**config.mk**
```make
export PLATFORM = sky130hd
export DESIGN_NAME = hyperram_ctrl_flat
export DESIGN_NICKNAME = d
export VERILOG_FILES = /design/src/rtl/hyperram_ctrl_if.sv /design/src/rtl/hyperram_ctrl.sv /design/src/flat_wrapper.sv
export SDC_FILE = /design/constraint.sdc
export NUM_CORES = 1
export LEC_CHECK = 0
export BUFFER_PORTS_ARGS = -buffer_cell sky130_fd_sc_hd__buf_2
export CAP_MARGIN = 0
export CORE_MARGIN = 2
export CORE_UTILIZATION = 50
export CTS_BUF_LIST = sky130_fd_sc_hd__clkbuf_4 sky130_fd_sc_hd__clkbuf_8
export DETAILED_ROUTE_END_ITERATION = 8
export PLACE_DENSITY = 0.88
export SETUP_SLACK_MARGIN = 0.05
export SYNTH_ARGS = -nofsm -noshare
export SYNTH_HDL_FRONTEND = slang
export SYNTH_SLANG_ARGS = --single-unit
```
**constraint.sdc**
```tcl
create_clock -name clk -period 3.6 [get_ports clk]
set_clock_uncertainty 0.2 [all_clocks]
set_input_delay 0.18 -clock clk [delete_from_list [all_inputs] [get_ports clk]]
set_output_delay 0.18 -clock clk [all_outputs]
set_load 0.02 [all_outputs]
```
**src/rtl/hyperram_ctrl_if.sv**
```systemverilog
// Host request/data and hyperbus_interface command/data signals seen by hyperram_ctrl.
// slave = controller view, master = surrounding host + interface view.
interface hyperram_ctrl_if #(
   parameter int unsigned W_ADDR     = 22,
   parameter int unsigned W_BURSTLEN = 5
);
   logic [1:0]            capture_shmoo;
   logic                  init_done;
   logic                  req_vld;
   logic                  req_rdy;
   logic                  req_write;
   logic [W_ADDR-1:0]     req_addr;
   logic [W_BURSTLEN-1:0] req_len;
   logic [7:0]            host_wdata;
   logic                  host_wdata_rdy;
   logic [7:0]            host_rdata;
   logic                  host_rdata_vld;
   logic [47:0]           if_cmd_addr;
   logic                  if_start_reg;
   logic                  if_start_data;
   logic                  if_start_rdy;
   logic [W_BURSTLEN-1:0] if_burst_len;
   logic [3:0]            if_latency;
   logic [3:0]            if_recovery;
   logic [1:0]            if_capture_shmoo;
   logic [7:0]            if_wdata;
   logic                  if_wdata_rdy;
   logic [7:0]            if_rdata;
   logic                  if_rdata_vld;

   modport slave (
      input  capture_shmoo, req_vld, req_write, req_addr, req_len, host_wdata,
             if_start_rdy, if_wdata_rdy, if_rdata, if_rdata_vld,
      output init_done, req_rdy, host_wdata_rdy, host_rdata, host_rdata_vld,
             if_cmd_addr, if_start_reg, if_start_data, if_burst_len, if_latency,
             if_recovery, if_capture_shmoo, if_wdata
   );

   modport master (
      output capture_shmoo, req_vld, req_write, req_addr, req_len, host_wdata,
             if_start_rdy, if_wdata_rdy, if_rdata, if_rdata_vld,
      input  init_done, req_rdy, host_wdata_rdy, host_rdata, host_rdata_vld,
             if_cmd_addr, if_start_reg, if_start_data, if_burst_len, if_latency,
             if_recovery, if_capture_shmoo, if_wdata
   );
endinterface

```
**src/rtl/hyperram_ctrl.sv**
```systemverilog
// HyperRAM sequencer: power-up wait, CR0 write, then one host burst at a time
// driven through the hyperbus_interface command port.
module hyperram_ctrl #(
   parameter int unsigned W_ADDR         = 22,
   parameter int unsigned W_BURSTLEN     = 5,
   parameter int unsigned POWERUP_CYCLES = 15000,
   parameter logic [15:0] CFG_CR0        = 16'h8f1f,
   parameter int unsigned LATENCY        = 6,
   parameter int unsigned RECOVERY       = 2
) (
   input  logic           clk,
   input  logic           rst,
   hyperram_ctrl_if.slave bus
);
   localparam int unsigned W_CNT = $clog2(POWERUP_CYCLES + 1);
   localparam logic [47:0] CR0_WRITE_CA = 48'h6000_0100_0000;

   typedef enum logic [2:0] {PWR_WAIT, CFG_ISSUE, CFG_BUSY, IDLE, ISSUE, BUSY} state_t;

   state_t                state_q, state_d;
   logic [W_CNT-1:0]      cnt_q, cnt_d;
   logic [47:0]           cmd_q, cmd_d;
   logic [W_BURSTLEN-1:0] len_q, len_d;
   logic                  write_q, write_d;
   logic                  lo_byte_q, lo_byte_d;
   logic                  init_done_q, init_done_d;

   logic                  req_rdy;
   logic                  req_hs;
   logic [47:0]           req_ca;
   logic                  start_reg;
   logic                  start_data;
   logic [7:0]            wdata;
   logic                  host_wdata_rdy;

   // CA packet: R/W, memory space, linear burst, row/upper column, lower column
   always_comb begin
      req_ca         = '0;
      req_ca[47]     = ~bus.req_write;
      req_ca[45]     = 1'b1;
      req_ca[44:16]  = 29'(bus.req_addr >> 3);
      req_ca[2:0]    = bus.req_addr[2:0];
   end

   always_ff @(posedge clk) begin
      if (rst) begin
         state_q     <= PWR_WAIT;
         cnt_q       <= '0;
         cmd_q       <= '0;
         len_q       <= '0;
         write_q     <= 1'b0;
         lo_byte_q   <= 1'b0;
         init_done_q <= 1'b0;
      end else begin
         state_q     <= state_d;
         cnt_q       <= cnt_d;
         cmd_q       <= cmd_d;
         len_q       <= len_d;
         write_q     <= write_d;
         lo_byte_q   <= lo_byte_d;
         init_done_q <= init_done_d;
      end
   end

   assign req_hs = bus.req_vld & req_rdy;

   always_comb begin
      state_d     = state_q;
      cnt_d       = cnt_q;
      cmd_d       = cmd_q;
      len_d       = len_q;
      write_d     = write_q;
      lo_byte_d   = lo_byte_q;
      init_done_d = init_done_q;
      case (state_q)
         PWR_WAIT: begin
            cnt_d = cnt_q + W_CNT'(1);
            if (cnt_q == W_CNT'(POWERUP_CYCLES - 1)) begin
               state_d = CFG_ISSUE;
               cmd_d   = CR0_WRITE_CA;
               len_d   = W_BURSTLEN'(1);
               write_d = 1'b1;
            end
         end
         CFG_ISSUE: begin
            lo_byte_d = 1'b0;
            if (bus.if_start_rdy) state_d = CFG_BUSY;
         end
         CFG_BUSY: begin
            if (bus.if_wdata_rdy) lo_byte_d = 1'b1;
            if (bus.if_start_rdy) begin
               state_d     = IDLE;
               init_done_d = 1'b1;
            end
         end
         IDLE: begin
            // zero-length requests are acknowledged without touching the bus
            if (req_hs) begin
               cmd_d   = req_ca;
               len_d   = bus.req_len;
               write_d = bus.req_write;
               if (bus.req_len != '0) state_d = ISSUE;
            end
         end
         ISSUE:   state_d = BUSY;
         BUSY:    if (bus.if_start_rdy) state_d = IDLE;
         default: state_d = PWR_WAIT;
      endcase
   end

   always_comb begin
      req_rdy        = (state_q == IDLE) & bus.if_start_rdy;
      start_reg      = (state_q == CFG_ISSUE) & bus.if_start_rdy;
      start_data     = (state_q == ISSUE);
      host_wdata_rdy = (state_q == BUSY) & write_q & bus.if_wdata_rdy;
      wdata          = bus.host_wdata;
      if (state_q == CFG_BUSY) wdata = lo_byte_q ? CFG_CR0[7:0] : CFG_CR0[15:8];
   end

   assign bus.init_done        = init_done_q;
   assign bus.req_rdy          = req_rdy;
   assign bus.host_wdata_rdy   = host_wdata_rdy;
   assign bus.host_rdata       = bus.if_rdata;
   assign bus.host_rdata_vld   = bus.if_rdata_vld;
   assign bus.if_cmd_addr      = cmd_q;
   assign bus.if_start_reg     = start_reg;
   assign bus.if_start_data    = start_data;
   assign bus.if_burst_len     = len_q;
   assign bus.if_latency       = 4'(LATENCY);
   assign bus.if_recovery      = 4'(RECOVERY);
   assign bus.if_capture_shmoo = bus.capture_shmoo;
   assign bus.if_wdata         = wdata;
endmodule

```
**src/flat_wrapper.sv**
```systemverilog
// flat-port wrapper written by rule: the top's interface ports become plain ports
module hyperram_ctrl_flat 
#(
   parameter int unsigned W_ADDR         = 22,
   parameter int unsigned W_BURSTLEN     = 5,
   parameter int unsigned POWERUP_CYCLES = 15000,
   parameter logic [15:0] CFG_CR0        = 16'h8f1f,
   parameter int unsigned LATENCY        = 6,
   parameter int unsigned RECOVERY       = 2
)
  (clk, rst, bus_capture_shmoo, bus_req_vld, bus_req_write, bus_req_addr, bus_req_len, bus_host_wdata, bus_if_start_rdy, bus_if_wdata_rdy, bus_if_rdata, bus_if_rdata_vld, bus_init_done, bus_req_rdy, bus_host_wdata_rdy, bus_host_rdata, bus_host_rdata_vld, bus_if_cmd_addr, bus_if_start_reg, bus_if_start_data, bus_if_burst_len, bus_if_latency, bus_if_recovery, bus_if_capture_shmoo, bus_if_wdata);
  hyperram_ctrl_if #(.W_ADDR(W_ADDR), .W_BURSTLEN(W_BURSTLEN)) bus_i ();
  input  logic clk;
  input  logic rst;
  input wire logic [$bits(bus_i.capture_shmoo)-1:0] bus_capture_shmoo;
  input wire logic [$bits(bus_i.req_vld)-1:0] bus_req_vld;
  input wire logic [$bits(bus_i.req_write)-1:0] bus_req_write;
  input wire logic [$bits(bus_i.req_addr)-1:0] bus_req_addr;
  input wire logic [$bits(bus_i.req_len)-1:0] bus_req_len;
  input wire logic [$bits(bus_i.host_wdata)-1:0] bus_host_wdata;
  input wire logic [$bits(bus_i.if_start_rdy)-1:0] bus_if_start_rdy;
  input wire logic [$bits(bus_i.if_wdata_rdy)-1:0] bus_if_wdata_rdy;
  input wire logic [$bits(bus_i.if_rdata)-1:0] bus_if_rdata;
  input wire logic [$bits(bus_i.if_rdata_vld)-1:0] bus_if_rdata_vld;
  output wire logic [$bits(bus_i.init_done)-1:0] bus_init_done;
  output wire logic [$bits(bus_i.req_rdy)-1:0] bus_req_rdy;
  output wire logic [$bits(bus_i.host_wdata_rdy)-1:0] bus_host_wdata_rdy;
  output wire logic [$bits(bus_i.host_rdata)-1:0] bus_host_rdata;
  output wire logic [$bits(bus_i.host_rdata_vld)-1:0] bus_host_rdata_vld;
  output wire logic [$bits(bus_i.if_cmd_addr)-1:0] bus_if_cmd_addr;
  output wire logic [$bits(bus_i.if_start_reg)-1:0] bus_if_start_reg;
  output wire logic [$bits(bus_i.if_start_data)-1:0] bus_if_start_data;
  output wire logic [$bits(bus_i.if_burst_len)-1:0] bus_if_burst_len;
  output wire logic [$bits(bus_i.if_latency)-1:0] bus_if_latency;
  output wire logic [$bits(bus_i.if_recovery)-1:0] bus_if_recovery;
  output wire logic [$bits(bus_i.if_capture_shmoo)-1:0] bus_if_capture_shmoo;
  output wire logic [$bits(bus_i.if_wdata)-1:0] bus_if_wdata;
  assign bus_i.capture_shmoo = bus_capture_shmoo;
  assign bus_i.req_vld = bus_req_vld;
  assign bus_i.req_write = bus_req_write;
  assign bus_i.req_addr = bus_req_addr;
  assign bus_i.req_len = bus_req_len;
  assign bus_i.host_wdata = bus_host_wdata;
  assign bus_i.if_start_rdy = bus_if_start_rdy;
  assign bus_i.if_wdata_rdy = bus_if_wdata_rdy;
  assign bus_i.if_rdata = bus_if_rdata;
  assign bus_i.if_rdata_vld = bus_if_rdata_vld;
  assign bus_init_done = bus_i.init_done;
  assign bus_req_rdy = bus_i.req_rdy;
  assign bus_host_wdata_rdy = bus_i.host_wdata_rdy;
  assign bus_host_rdata = bus_i.host_rdata;
  assign bus_host_rdata_vld = bus_i.host_rdata_vld;
  assign bus_if_cmd_addr = bus_i.if_cmd_addr;
  assign bus_if_start_reg = bus_i.if_start_reg;
  assign bus_if_start_data = bus_i.if_start_data;
  assign bus_if_burst_len = bus_i.if_burst_len;
  assign bus_if_latency = bus_i.if_latency;
  assign bus_if_recovery = bus_i.if_recovery;
  assign bus_if_capture_shmoo = bus_i.if_capture_shmoo;
  assign bus_if_wdata = bus_i.if_wdata;
  hyperram_ctrl #(.W_ADDR(W_ADDR), .W_BURSTLEN(W_BURSTLEN), .POWERUP_CYCLES(POWERUP_CYCLES), .CFG_CR0(CFG_CR0), .LATENCY(LATENCY), .RECOVERY(RECOVERY)) u_core (.clk(clk), .rst(rst), .bus(bus_i));
endmodule
```
After elaboration in Yosys (flattened, before gate mapping) --
Cells that the tools add are included.
Word-level totals: register bits after elaboration 73, input port bits 52, word-level logic and storage cells 54
Cells by class: add/sub/neg operators 1, equality and inequality tests 12, muxes and demuxes 19, bitwise gates (word level) 6, reductions and logical operators 9
Operators with widths (number):
- $mux W48 | 2
- $pmux W48 S2 | 1
- $mux W8 | 2
- $mux W3 | 5
- $pmux W3 S5 | 1
- $add A14 B1 Y14 const B | 1
- $eq A14 B14 Y1 const B | 1
- $mux W5 | 2
- $pmux W5 S2 | 1
- $ne A2 B1 Y1 const B | 4
- $eq A3 B2 Y1 const B | 2
- $eq A3 B3 Y1 const B | 2
- $and A1 B1 Y1 | 5
- $reduce_and A5 Y1 | 1
- $reduce_bool A5 Y1 | 1
- $ne A2 B2 Y1 const B | 2
- $pmux W1 S2 | 2
- $reduce_and A2 Y1 | 2
- $reduce_bool A2 Y1 | 2
- $eq A3 B1 Y1 const B | 1
- $logic_not A3 Y1 | 1
- $mux W1 | 3
- $reduce_and A3 Y1 | 1
- $reduce_or A2 Y1 | 1
- $not A1 Y1 | 1

Depth between registers and ports, before layout --
Gate-level depths: netlist of the first run.
word-level depth 5, gate-level depth with buffers 7

Worst setup path after synthesis of the first run --
Ideal clock, no wire load.
path type register -> register, from register u_core.cnt_q[3], to register u_core.len_q[1], in the netlist u_core.bus.if_burst_len[1], library setup time 0.116 ns, arrival time 1.625 ns, slack 1.659 ns, cell stages (with the launch flop) 7, path buffers 2, cells stage by stage dfxtp_1 or4b_4 nor4_4 a21o_1 buf_6 buf_12 a21oi_1
On the way: longest elaborated chain between the ends 3
RTL lines:
- start: declaration | RTL line hyperram_ctrl.sv:21 | logic [W_CNT-1:0] cnt_q, cnt_d;
- start signal: assignment | RTL line hyperram_ctrl.sv:56 | cnt_q <= cnt_d;
- $eq A14 B14 Y1 | RTL line hyperram_ctrl.sv:78 | if (cnt_q == W_CNT'(POWERUP_CYCLES - 1)) begin
- $ne A2 B1 Y1 (no source line)
- $reduce_and A3 Y1 (no source line)
- end signal: assignment | RTL line hyperram_ctrl.sv:58 | len_q <= len_d;
- end: declaration | RTL line hyperram_ctrl.sv:23 | logic [W_BURSTLEN-1:0] len_q, len_d;
Every way passes these cells. A chain may end at the register's enable or synchronous reset.

Final worst setup path of the first run --
from register u_core.cnt_q[3], to register u_core.len_q[2], in the netlist u_core.bus.if_burst_len[2]
The elaborated chain is that of the path after synthesis.

==> results of run 1 <==
[power by group through the flow]
stage          clock network, mW  registers, mW  logic [mW]
2_1_floorplan                  0          0.571       0.104
3_3_place_gp                   0          0.571      0.0838
3_5_place_dp                   0          0.572      0.0854
4_1_cts                    0.413          0.559       0.110
5_1_grt                    0.442          0.559       0.123
6_report                   0.414          0.559       0.113
[tightest hold or removal path, cell delays in order]
cell,delay [ps]
buf_2,100
a21oi_1,110
o21a_1,110
nor2_1,30
[routing by layer]
metal / routed length, um / GRT usage / part of all wire
met4: 369 / 0.161 / 0.058
met1: 2300 / 0.246 / 0.36
met2: 3240 / 0.388 / 0.51
met3: 467 / 0.0616 / 0.073
met5: 0 / 0 / 0
[cell type report]
type / count / area (um2) / share of cell area
multi-input combinational: 220 / 1170 / 0.379
sequential: 50 / 1000 / 0.324
timing repair buffer: 112 / 706 / 0.229
tap: 67 / 83.8 / 0.0272
clock buffer: 5 / 68.8 / 0.0223
clock inverter: 3 / 47.5 / 0.0154
inverter: 3 / 11.3 / 0.00365
[cells by family (layout without fill, tap and decap cells)]
kind of cell | count (synthesis) | count (layout) | share of synthesized area
and+or+nand+nor | 128 | 128 | 0.253
buffers and inverters | 59 | 123 | 0.185
AOI/OAI and AO/OA | 48 | 48 | 0.112
adders and majority gates | 1 | 1 | 0.00496
other | 2 | 31 | 0.00298
DFF | 50 | 50 | 0.397
xor gates and xnor gates | 8 | 8 | 0.0278
muxes | 4 | 4 | 0.0179
[final timing paths]
kind	from	endpoint	slack (ps)	depth (start not counted)
setup / recovery	u_core.cnt_q[3]$_SDFFE_PP0P_	u_core.bus.if_burst_len[2]$_SDFFE_PP0P_	1060	4
hold / removal	bus_if_wdata_rdy	u_core.lo_byte_q$_SDFFE_PP0P_	70	4
setup reg to reg	u_core.cnt_q[3]$_SDFFE_PP0P_	u_core.bus.if_burst_len[2]$_SDFFE_PP0P_	1060	4
hold reg to reg	u_core.bus.if_cmd_addr[30]$_SDFFE_PP0P_	u_core.bus.if_cmd_addr[30]$_SDFFE_PP0P_	260	2
[cell usage in the layout, fill, tap and decap left out, types with 8 or more instances in the layout]
cell type and instances:
nor2b_1 8, nand2_1 60, dlygate4sd3_1 29, dfxtp_1 50
a21oi_1 33, conb_1 31, buf_2 83, nor2_1 26
[timing repair]
action,CTS,global route
endpoints found under the hold margin,30,0
buffers inserted,0,0
hold buffers,29,0
[registers in the layout, summed over array words and instances, names as in the netlist]
name / count
u_core.bus.if_cmd_addr: 25
u_core.cnt_q: 14
u_core.bus.if_burst_len: 5
u_core.state_q: 3
u_core.bus.init_done: 1
u_core.lo_byte_q: 1
u_core.write_q: 1
[metrics by stage]
| stage | cells | instance area [um2] | hold slack [ps] | util |
|---|---|---|---|---|
| after detailed placement | 423 | 2680 | 160 | 0.560 |
| final | 460 | 3090 | 71.4 | 0.645 |
| after CTS | 460 | 3090 | 71.6 | 0.645 |
| after global routing | 460 | 3090 | 103 | 0.645 |
| after global placement | 423 | 2680 | 160 | 0.560 |
| after floorplan | 329 | 2630 | 75.1 | - |
==> results.ini, run 1 <==
[yosys]
synth_common_cells=60 x nand2_1, 50 x dfxtp_1, 43 x buf_4, 33 x a21oi_1, 26 x nor2_1
yosysTopAreaCell=dfxtp_1
avgSynthCellArea_um2=8.40
synth_area_leaders=dfxtp_1 40%, buf_4 13%, nand2_1 8.9%
synthArstFlopShare=0
synth_seq_cells=50
yosysUniqueCellTypes=44
yosysMostFrequentCell=nand2_1
synth.cell_area_um2=2520
synth_cells=300
synth_enable_flop_cells=0
ys_seq_area_frac=0.397
yosysWarnings=0
synth_top_area_frac=0.397
synthFlopType=dfxtp_1

[clocking]
path_clk_slew_ps=100
numCtsBuffers=5
clock_latency_ps=310
cts_buffer_depth=2
htree_levels=2
cts_tree=built
root_buffer=clkbuf_8
cts.sinks=50
cts_resized=0

[global_routing]
grt_overflow=0
antenna_found_initial=0
track_usage=0.229
grt_pass1_wl_mm=9.59
grt_pass1_vias=2083
grt_max_degree=33

[timing]
tns_ps=0
timing_worst_slew_pin_value_ps=1140
fmax_mhz=393
rsz0062_at_grt=false
period_minus_slack_ps=2540
hold_viol=0
setup_viol=0
slew_headroom=0.239
finalCritPeriodShare=0.707
setup_slack_ps=1060
maxSlewViolCount=0

[floorplan]
core-area_um2=4790
die_x_um=75.0
rows=25
io-pin-count=137
start_util=0.527
die_y_um=75.0
die-area_um2=5620

[worst_setup_path]
crit_chain=or4b_4 -> nor4_4 -> a21o_1 -> a21oi_1
cp.arrival_ps=2490
start_kind=register
cp-end-kind=register
slowest_stage=a21o_1
setup.worst_path.class=register to register
cp_top_family=simple AND/OR/NAND/NOR gates
max_stage_delay_ps=700
worstPathRequired_ps=3550
path_buf_inv=0
path_max_fanout=26

[cells_and_area]
finalNetCount=445
nFillCells=360
n_antenna_cell=0
drive_above_1_share=0.267
area_growth_pct=22.5

[power_and_ir_drop]
power.leakage_nw=1.36
p_per_area_nw_per_um2=352
pwr-share-clk=0.381
combPwrFrac=0.104
ir_worst_vdd_uv=254
p_sw_frac=0.250
power.total_mw=1.09
p_int_mw=0.815
seqPwrFrac=0.514
p_sw_mw=0.272

[placement]
port-buffer-count=83
detailedPlace.worstSlack_ps=1190
dp_hpwl_mm=3.88
gp_congestion=0.821

[flow_run]
maxCapViolations=0

[route]
vias=2293
routed_wirelength_mm=6.38
first_pass_iters=4
drcViolationCount=0
ant_nets=0
drt_iter0_drc=166
wl_per_cell_um=13.9
viasPerCell=4.98

[hold_path]
hold_class=input port to register

[run_status]
status=completed

(Power assumes the default switching activity.)
==> inputs of run 2 (changes only) <==
- CORE_UTILIZATION: 50 -> 42
- PLACE_DENSITY: 0.88 -> 0.79
- clock period: 3.6 -> 2.1 ns (I/O delays scaled with it)
==> results.ini, run 2 (synthesized netlist as in run 1, its figures left out) <==
[run_status]
status=completed  ; unchanged

[worst_setup_path]
setup.worst_path.class=register to primary output  ; was register to register
reg2reg_slack_ps=120  ; was 1060 ps
cp_top_family=simple AND/OR/NAND/NOR gates  ; unchanged
start_kind=register  ; unchanged
reg2reg_depth=5  ; was 4
cp-end-kind=primary output  ; was register
worstPathRequired_ps=1790  ; was 3550 ps
slowest_stage=mux2_2  ; was a21o_1
cp.arrival_ps=1680  ; was 2490 ps
path_buf_inv=2  ; was 0
path_max_fanout=8  ; was 26
crit_cells=5  ; was 4
crit_chain=buf_4 -> nand2b_2 -> nor2_1 -> mux2_2 -> buf_2  ; was or4b_4 -> nor4_4 -> a21o_1 -> a21oi_1
max_stage_delay_ps=340  ; was 700 ps

[timing]
slew_headroom=0.657  ; was 0.239
hold_viol=0  ; unchanged
timing_worst_slew_pin_value_ps=514  ; was 1140 ps
setup_viol=0  ; unchanged
period_minus_slack_ps=1980
finalCritPeriodShare=0.944
whs_ps=10.0  ; was 71.4 ps
fmax_mhz=505
tns_ps=0  ; unchanged
rsz0062_at_grt=true  ; was false
maxSlewViolCount=0  ; unchanged

[route]
first_pass_iters=4  ; unchanged
routed_wirelength_mm=5.70  ; was 6.38 mm
drcViolationCount=0  ; unchanged
ant_nets=0  ; unchanged
vias=2257  ; was 2,293
wl_per_cell_um=12.0  ; was 13.9 um
drt_iter0_drc=68  ; was 166
viasPerCell=4.73  ; was 4.98

[clocking]
path_clk_slew_ps=80  ; was 100 ps
root_buffer=clkbuf_8  ; unchanged
cts.sinks=50  ; unchanged
post-cts-setup-buffers=0  ; unchanged
numCtsBuffers=5  ; unchanged
cts_buffer_depth=2  ; unchanged
htree_levels=2  ; unchanged
cts_tree=built  ; unchanged
clock_latency_ps=300  ; was 310 ps

[cells_and_area]
nFillCells=519  ; was 360
layout_commonest_cell=buf_2  ; unchanged
largest_register_ffs=25  ; unchanged
area_growth_pct=25.9  ; was 22.5%
drive_above_1_share=0.291  ; was 0.267
n_antenna_cell=0  ; unchanged
final_util=0.542  ; was 0.645
mostFrequentLayoutCells=83 x buf_2, 60 x nand2_1, 49 x dfxtp_1  ; was 83 x buf_2, 60 x nand2_1, 50 x dfxtp_1
finalNetCount=455  ; was 445

[floorplan]
io-pin-count=137  ; unchanged
die-area_um2=6640  ; was 5620 um2
start_util=0.431  ; was 0.527
rows=28  ; was 25
die_y_um=81.5  ; was 75.0 um
die_x_um=81.5  ; was 75.0 um
core-area_um2=5850  ; was 4790 um2

[global_routing]
antenna_found_initial=0  ; unchanged
grt_overflow=0  ; unchanged
grt_pass1_wl_mm=8.42  ; was 9.59 mm
grt_max_degree=33  ; unchanged
grt_pass1_vias=2003  ; was 2,083
track_usage=0.160  ; was 0.229

[power_and_ir_drop]
power.total_mw=1.69  ; was 1.09 mW
ir_worst_vdd_uv=263  ; was 254 uV
p_per_area_nw_per_um2=534  ; was 352 nW/um2
power.leakage_nw=1.40  ; was 1.36 nW

[placement]
gp_congestion=0.808  ; was 0.821
port-buffer-count=83  ; unchanged
dp_hpwl_mm=3.98  ; was 3.88 mm

[hold_path]
hold_class=input port to primary output  ; was input port to register
holdPathStages=0  ; was 4

[flow_run]
maxCapViolations=0  ; unchanged

## run 2: cell types whose count changed in the layout (fill, tap and decap cells not counted)
cell / before / now
buf_4: 0 / 8
buf_12: 0 / 2
bufinv_16: 1 / 0
clkinv_2: 0 / 1
dfxtp_1: 50 / 49
dfxtp_2: 0 / 1
inv_6: 2 / 1
nand2b_1: 1 / 0
nand2b_2: 0 / 1
o2111ai_1: 1 / 0
o2111ai_2: 0 / 1
## run 2: area by class of cell
cell class                 count  area [um2]  area share
multi-input combinational    220        1180       0.371
sequential                    50        1000       0.316
timing repair buffer         122         806       0.254
tap                           75        93.8      0.0296
clock buffer                   5        68.8      0.0217
clock inverter                 2        13.8     0.00434
inverter                       3        11.3     0.00355
## run 2: final timing paths
path	start	end
hold reg to reg	u_core.bus.if_cmd_addr[0]$_SDFFE_PP0P_	u_core.bus.if_cmd_addr[0]$_SDFFE_PP0P_
setup / recovery	u_core.state_q[2]$_SDFFE_PP0P_	bus_if_wdata[4]
setup reg to reg	u_core.cnt_q[5]$_SDFFE_PP0P_	u_core.bus.if_cmd_addr[47]$_SDFFE_PP0P_
hold / removal	bus_capture_shmoo[0]	bus_if_capture_shmoo[0]
## run 2: what timing repair did
action                     4_1_cts  5_1_grt
hold buffers                    29        0
setup endpoints to repair        5       26
resized for setup                1        2
hold endpoints to repair        30        0
## run 2: worst reg2reg max path, delay by kind of cell, from the launching register on
kind / cells / cell delay, ps
flops: 1 / 350
buf+inv: 1 / 180
compound gates: 2 / 280
simple gates: 2 / 870
## run 2: per-stage QoR
step                      setup slack, ps  cell area [um2]  cells
after floorplan                       159             2630    329
after global placement                180             2790    441
after detailed placement              114             2790    441
after CTS                            96.4             3170    477
after global routing                 35.4             3170    477
final                                 118             3170    477
## run 2: where the power goes
part | internal [mW] | switching (mW) | total (mW)
clock network | 0.231 | 0.310 | 0.540
logic | 0.0839 | 0.112 | 0.196
registers | 0.953 | 0.00455 | 0.957
## run 2: per-layer routing
metal / share of wire / wire [um] / track usage
met3: 0.065 / 373 / 0.0385
met4: 0.022 / 124 / 0.0661
met5: 0 / 0 / 0
met1: 0.40 / 2270 / 0.169
met2: 0.51 / 2930 / 0.300
